===== src/rtl/debounce_arbiter.sv =====
// debounce_arbiter: debounces NUM_BTN raw button inputs through one shared
// debounce counter. A round-robin arbiter hands the counter to one unsettled
// button at a time. Each committed change produces a one-cycle press or
// release strobe.
//
// Ports:
//   i_Clk      system clock, rising edge
//   i_Rst      synchronous active-high reset
//   i_Btn      raw asynchronous button levels (1 = pressed)
//   o_Btn      debounced stable levels
//   o_Press    one-cycle strobe on a committed 0->1 change
//   o_Release  one-cycle strobe on a committed 1->0 change
//   o_Busy     shared counter currently granted to a button
module debounce_arbiter #(
  parameter int unsigned NUM_BTN        = 4,
  parameter int unsigned DEBOUNCE_LIMIT = 250000
) (
  input  logic               i_Clk,
  input  logic               i_Rst,
  input  logic [NUM_BTN-1:0] i_Btn,
  output logic [NUM_BTN-1:0] o_Btn,
  output logic [NUM_BTN-1:0] o_Press,
  output logic [NUM_BTN-1:0] o_Release,
  output logic               o_Busy
);

  localparam int unsigned PTR_W = $clog2(NUM_BTN);
  localparam int unsigned CNT_W = $clog2(DEBOUNCE_LIMIT);

  typedef enum logic [1:0] {
    IDLE   = 2'd0,
    COUNT  = 2'd1,
    COMMIT = 2'd2
  } state_e;

  state_e             state_q, state_d;
  logic [NUM_BTN-1:0] sync1_q, sync2_q;
  logic [NUM_BTN-1:0] btn_q, btn_d;
  logic [NUM_BTN-1:0] press_q, press_d;
  logic [NUM_BTN-1:0] release_q, release_d;
  logic               busy_q, busy_d;
  logic [CNT_W-1:0]   cnt_q, cnt_d;
  logic [PTR_W-1:0]   ptr_q, ptr_d;
  logic [PTR_W-1:0]   gnt_q, gnt_d;

  logic [NUM_BTN-1:0] mismatch;
  logic               found;
  logic [PTR_W-1:0]   pick;
  logic [PTR_W-1:0]   gnt_next;

  // Synchronized level differs from the committed level.
  assign mismatch = sync2_q ^ btn_q;

  // Pointer value after the current grant finishes (wraps modulo NUM_BTN).
  assign gnt_next = (gnt_q == PTR_W'(NUM_BTN - 1)) ? '0 : gnt_q + PTR_W'(1);

  // Round-robin scan: first mismatching button at or above the pointer.
  always_comb begin
    int unsigned      idx;
    logic [PTR_W-1:0] cand;
    found = 1'b0;
    pick  = '0;
    idx   = 0;
    cand  = '0;
    for (int unsigned k = 0; k < NUM_BTN; k++) begin
      idx  = (32'(ptr_q) + k) % NUM_BTN;
      cand = PTR_W'(idx);
      if (!found && mismatch[cand]) begin
        found = 1'b1;
        pick  = cand;
      end
    end
  end

  // Next-state and output logic.
  always_comb begin
    state_d   = state_q;
    cnt_d     = cnt_q;
    ptr_d     = ptr_q;
    gnt_d     = gnt_q;
    btn_d     = btn_q;
    press_d   = '0;
    release_d = '0;

    case (state_q)
      IDLE: begin
        if (found) begin
          gnt_d   = pick;
          cnt_d   = '0;
          state_d = COUNT;
        end
      end
      COUNT: begin
        if (!mismatch[gnt_q]) begin
          // Input bounced back before settling: drop it, move on.
          state_d = IDLE;
          ptr_d   = gnt_next;
          cnt_d   = '0;
        end else if (cnt_q == CNT_W'(DEBOUNCE_LIMIT - 1)) begin
          state_d = COMMIT;
        end else begin
          cnt_d = cnt_q + CNT_W'(1);
        end
      end
      COMMIT: begin
        btn_d[gnt_q] = ~btn_q[gnt_q];
        if (btn_q[gnt_q]) begin
          release_d[gnt_q] = 1'b1;
        end else begin
          press_d[gnt_q] = 1'b1;
        end
        ptr_d   = gnt_next;
        state_d = IDLE;
      end
      default: begin
        state_d = IDLE;
      end
    endcase

    busy_d = (state_d != IDLE);
  end

  // State and output registers.
  always_ff @(posedge i_Clk) begin
    if (i_Rst) begin
      state_q   <= IDLE;
      sync1_q   <= '0;
      sync2_q   <= '0;
      btn_q     <= '0;
      press_q   <= '0;
      release_q <= '0;
      busy_q    <= 1'b0;
      cnt_q     <= '0;
      ptr_q     <= '0;
      gnt_q     <= '0;
    end else begin
      state_q   <= state_d;
      sync1_q   <= i_Btn;
      sync2_q   <= sync1_q;
      btn_q     <= btn_d;
      press_q   <= press_d;
      release_q <= release_d;
      busy_q    <= busy_d;
      cnt_q     <= cnt_d;
      ptr_q     <= ptr_d;
      gnt_q     <= gnt_d;
    end
  end

  assign o_Btn     = btn_q;
  assign o_Press   = press_q;
  assign o_Release = release_q;
  assign o_Busy    = busy_q;

endmodule


===== config.mk =====
export PLATFORM = sky130hd
export DESIGN_NAME = debounce_arbiter
export DESIGN_NICKNAME = d
export VERILOG_FILES = /design/src/rtl/debounce_arbiter.sv
export SDC_FILE = /design/constraint.sdc
export NUM_CORES = 1
export LEC_CHECK = 0
export CAP_MARGIN = 20
export CORE_UTILIZATION = 55
export CTS_CLUSTER_DIAMETER = 30
export DETAILED_ROUTE_END_ITERATION = 10
export DONT_BUFFER_PORTS = 1
export GPL_ROUTABILITY_DRIVEN = 0
export PLACE_DENSITY = 0.73
export SYNTH_ARGS = -nofsm -noshare
export SYNTH_HDL_FRONTEND = slang
export SYNTH_SLANG_ARGS = --single-unit

===== constraint.sdc =====
create_clock -name i_Clk -period 1.8 [get_ports i_Clk]
set_clock_uncertainty 0.2 [all_clocks]
set_input_delay 0.09 -clock i_Clk [delete_from_list [all_inputs] [get_ports i_Clk]]
set_output_delay 0.09 -clock i_Clk [all_outputs]
set_load 0.05 [all_outputs]

=== Word-level counts from Yosys, hierarchy flattened ===
Cells that the tools add are included.

* Register bits after elaboration: 45
* Logic and storage cells: 81

* $add $sub $neg: 5
* Reduce and logical (&&, ||, !) cells: 16
* Equality and inequality tests: 7
* Muxes and demuxes: 34
* Magnitude comparators: 6
* Bitwise operators: 3

{| class="wikitable"
|+ Operators by type and width
! kind !! number
|-
| 2-to-1 mux 18 bit || 3
|-
| case mux 18 bit (2 select lines) || 1
|-
| adder 18 x 1 -> 18 bit (second input constant) || 1
|-
| equality test 18 bit (second input constant) || 1
|-
| 2-to-1 mux 2 bit || 9
|-
| less-than comparator 2 x 3 -> 1 bit (second input constant) || 5
|-
| binary-select mux 1 bit (select 2 bit) || 6
|-
| 2-to-1 mux 1 bit || 11
|-
| case mux 2 bit (2 select lines) || 2
|-
| nonzero test 2 bit || 3
|-
| OR reduction 3 bit || 2
|-
| adder 2 x 1 -> 2 bit (second input constant) || 2
|-
| adder 2 bit (second input constant) || 2
|-
| bitwise mux 4 bit || 1
|-
| equality test 2 bit (second input constant) || 2
|-
| logical AND 1 bit || 4
|-
| inequality test 2 bit (second input constant) || 2
|-
| AND reduction 2 bit || 2
|-
| XOR 4 bit || 1
|-
| zero test 1 bit || 3
|-
| inequality test 3 bit (second input constant) || 1
|-
| AND reduction 3 bit || 1
|-
| demux 1 bit (select 2 bit) || 1
|-
| equality test 2 x 1 -> 1 bit (second input constant) || 1
|-
| other kinds (3) || 4
|}

=== Logic depth before layout (Yosys ltp) ===
* Depth in word-level cells: 16
* Gate-level depth with buffers: 6
* Gate-level depth less buffers: 6

=== Worst setup path after synthesis ===
No wires, ideal clock.

* Path kind: reg-to-reg
* Start point: register btn_q[2], in the netlist o_Btn[2]
* End point: register cnt_q[10]
* Arrival time: 2.136 ns
* Path buffers: 0
* Cell stages (with the launch flop): 6
* Required time: 1.521 ns
* Clock period less this slack: 2.415 ns
* Setup slack: -0.615 ns
* Setup time: 0.079 ns
* Path through: dfxtp_1 > xnor2_1 > mux4_2 > nor4_4 > o21bai_2 > o211ai_1

* Word-level cells in the longest chain between the ends: 15

{| class="wikitable"
|+ Ends and longest elaborated chain
! what !! line !! RTL
|-
| start: declaration || 38 || <nowiki>logic [NUM_BTN-1:0] btn_q, btn_d;</nowiki>
|-
| start signal: assignment || 140 || <nowiki>btn_q <= btn_d;</nowiki>
|-
| XOR 4 bit (*) || 52 || <nowiki>assign mismatch = sync2_q ^ btn_q;</nowiki>
|-
| binary-select mux 1 bit (select 2 bit) || 68 || <nowiki>if (!found && mismatch[cand]) begin</nowiki>
|-
| 2-to-1 mux 1 bit (not written as such) || 68 ||
|-
| 2-to-1 mux 1 bit || 68 ||
|-
| zero test 1 bit || 68 ||
|-
| logical AND 1 bit || 68 ||
|-
| 2-to-1 mux 1 bit || 68 ||
|-
| zero test 1 bit || 68 ||
|-
| logical AND 1 bit || 68 ||
|-
| 2-to-1 mux 1 bit || 68 ||
|-
| zero test 1 bit || 68 ||
|-
| logical AND 1 bit || 68 ||
|-
| 2-to-1 mux 1 bit || 68 ||
|-
| inequality test 2 bit (no line) || - ||
|-
| AND reduction 3 bit (no line) || - ||
|-
| end signal: assignment || 144 || <nowiki>cnt_q <= cnt_d;</nowiki>
|-
| end: declaration || 42 || <nowiki>logic [CNT_W-1:0] cnt_q, cnt_d;</nowiki>
|}

Every way passes the cells marked *; elsewhere a longest branch is shown, timed or not. The select of a mux whose other input is x is not followed.
A chain may end at the register's enable or synchronous reset.

=== Worst setup path in the final report ===
* Start point: register cnt_q[0]
* End point: register cnt_q[4]

* Word-level cells in the longest chain between the ends: 4

{| class="wikitable"
|+ Ends and longest elaborated chain
! what !! line !! RTL
|-
| adder 18 x 1 -> 18 bit || 102 || <nowiki>cnt_d = cnt_q + CNT_W'(1);</nowiki>
|-
| 2-to-1 mux 18 bit || 99 || <nowiki>end else if (cnt_q == CNT_W'(DEBOUNCE_LIMIT - 1)) begin</nowiki>
|-
| 2-to-1 mux 18 bit || 94 || <nowiki>if (!mismatch[gnt_q]) begin</nowiki>
|-
| case mux 18 bit (2 select lines) || 85 || <nowiki>case (state_q)</nowiki>
|}

Parallel ways exist; a longest one is shown, timed or not. The select of a mux whose other input is x is not followed.

==> impl_metrics.toml <==
[sta]
setup_violations = 37
hold_viol_final = 0
finalWorstSetupSlack_ps = -317
max_freq_mhz = 472
worst_pin_slew_ps = 591
min_period_ps = 2120
maxSlewViolCount = 0
slew_headroom_pct = 60.5
fin_crit_sh_pct = 118
rsz0062_at_grt = "true"

[synth]
ys_async_sr_fraction_pct = 0
syn_area_per_cell_sq_um = 9.03
ys_ff_latch = 45
synth_edf_count = 0
syn_inst = 243
synthTopCellsByArea = "dfxtp_1 41%, nor2b_1 3.1%, mux4_2 3.1%"
netlist_area_sq_um = 2190
yosys.area.top_type_share_pct = 41.1
yosys_warnings = 0
synth_largest_area_cell = "dfxtp_1"
synth.distinct_cells = 48
yosysSeqAreaShare_pct = 41.1
yosys_most_used_dff = "dfxtp_1"
synthesis.nets = 254

[cells_and_area]
final_cells = 366
drive_above_1_share_pct = 35.2
postLayoutCellArea_sq_um = 3190
antenna_cells = 0
area_growth_pct = 45.3
mostFrequentLayoutCells = "54 x buf_4, 38 x dfxtp_1, 15 x nor2_1"
layout_commonest_cell = "buf_4"
fin_util_pct = 85.1
nets = 328

[worst_setup_path]
cp.required_ps = 1820
end_kind = "flop"
rrSetupSlack_ps = -320
critPathKind = "reg -> reg"
startpoint_type = "flop"
arrival_ps = 2140
cp_max_fo = 6

[drt]
finalWirelength_mm = 6.56
drc = 0
via_per_inst = 6.29
wl_per_cell_microns = 17.9
dr.first_iter.drc_count = 248
dr_total_vias = 2303
ant_nets = 0
dr.pass1.iters = 5

[grt]
met2_usage_pct = 49.0
grt.busiest_layer = "met2"
gr-total-overflow = 0
grt_start_max_net_pins = 46
grt_pass1_vias = 2034
grt_pass1_wl_mm = 9.70
antenna_found_initial = 0
track_usage_pct = 30.2
met1_usage_pct = 40.5
grtUsageMet3_pct = 5.90

[pwr]
ir_worst_vdd_uv = 476
leakage_nw = 1.19
finalPower_mw = 1.91
pwr_density_cell_nw_per_um2 = 599

[outcome]
failed_checks = "negative setup slack"
status = "complete, but fails checks"

[floorplan]
row_count = 22
core-area_sq_um = 3740
die_h_microns = 65.2
die-width_microns = 65.2
start_util_pct = 58.6
io-pin-count = 19
dieArea_sq_um = 4240

[placement]
post_dp_cell_area_sq_um = 2780
hpwlAfterDp_mm = 4.02
port_buffers = 0
dp.cells = 341

[clocking]
htree_levels = 2
clk_pin_slew_worst_paths_ps = 80
cts_tree = "done"
cts_buffer_depth = 2
clock_latency_ps = 300
cts.sinks = 45
cts-root-buf = "clkbuf_8"
numCtsBuffers = 5

[job]
cap_violations = 0

[hold_path]
hold_class = "reg -> reg"
-- kinds of logic (layout without fill, tap and decap cells) --
| kind of cell | after synthesis | count (layout) | share of synthesized area (%) |
|---|---|---|---|
| and+or+nand+nor | 100 | 100 | 26.6 |
| AOI/OAI and AO/OA | 56 | 57 | 17.5 |
| xor gates and xnor gates | 8 | 8 | 3.19 |
| adders and majority gates | 5 | 5 | 2.85 |
| DFF | 45 | 45 | 41.1 |
| muxes | 7 | 7 | 4.96 |
| buffers and inverters | 22 | 96 | 3.82 |
-- area by class of cell --
class,instances,area [sq um]
clock buffer,7,76.3
clock inverter,1,7.51
fill,202,557
inverter,15,56.3
multi-input combinational,177,1410
sequential,45,920
tap,48,60.1
timing repair buffer,73,659
-- synthesized netlist by cell type, types with 4 or more instances --
cell type,count
o211ai_1,6
or4_1,4
inv_1,15
nand3_1,13
and2_1,8
nor2b_1,11
o21ai_0,13
a21oi_1,12
xor2_1,4
xnor2_1,4
a311oi_1,5
nor2_1,15
dfxtp_1,45
nand2_1,10
ha_1,5
nand3b_1,4
clkbuf_1,5
nand2b_1,6
nand4_1,5
nor3_1,10
-- per-layer routing --
| metal | vias to the layer above | wire [microns] |
|---|---|---|
| li1 | 1044 | - |
| met1 | 1094 | 2630 |
| met2 | 140 | 3260 |
| met3 | 25 | 492 |
| met4 | 0 | 175 |
| met5 | - | 0 |
-- registers in the layout, summed over array words and instances (netlist names) --
| signal | count |
|---|---|
| cnt_q | 18 |
| o_Btn | 4 |
| o_Press | 4 |
| o_Release | 4 |
| sync1_q | 4 |
| sync2_q | 4 |
| gnt_q | 2 |
| ptr_q | 2 |
| state_q | 2 |
| o_Busy | 1 |
-- per-stage QoR --
stage | worst slack, ps | setup TNS, ps | hold WS (ps)
detailed placement | -267 | -4550 | -36.9
global route | -374 | -8040 | 256
global placement | -230 | -3160 | -39.9
floorplan | -156 | -2680 | 18.2
finish | -317 | -6320 | 246
CTS | -245 | -3800 | 242
-- power breakdown --
group / total [mW] / switching [mW] / internal [mW]
sequential: 1.03 / 0.0250 / 1.01
combinational: 0.249 / 0.126 / 0.122
clock: 0.624 / 0.349 / 0.275
-- worst max-delay path, stage by stage, from the launching register on --
cell	delay (ps)
dfxtp_1	350
ha_2	200
nand3_2	100
nand3b_1	280
buf_4	210
nor4_4	220
buf_6	170
o21bai_4	120
o211ai_1	190
-- worst paths after layout --
kind | cells after the start | end | from
hold reg to reg | 1 | sync2_q[2] | sync1_q[2]
setup / recovery | 8 | cnt_q[4] | cnt_q[0]
setup reg to reg | 8 | cnt_q[4] | cnt_q[0]
hold / removal | 1 | sync2_q[2] | sync1_q[2]
-- timing repair --
item,CTS,global route
hold buffers,7,0
gates cloned,1,1
buffers inserted,5,3
setup endpoints to repair,31,36
hold endpoints to repair,45,0
resized for setup,20,19
pin swaps,5,5
Power figures use the tool's default switching activity.
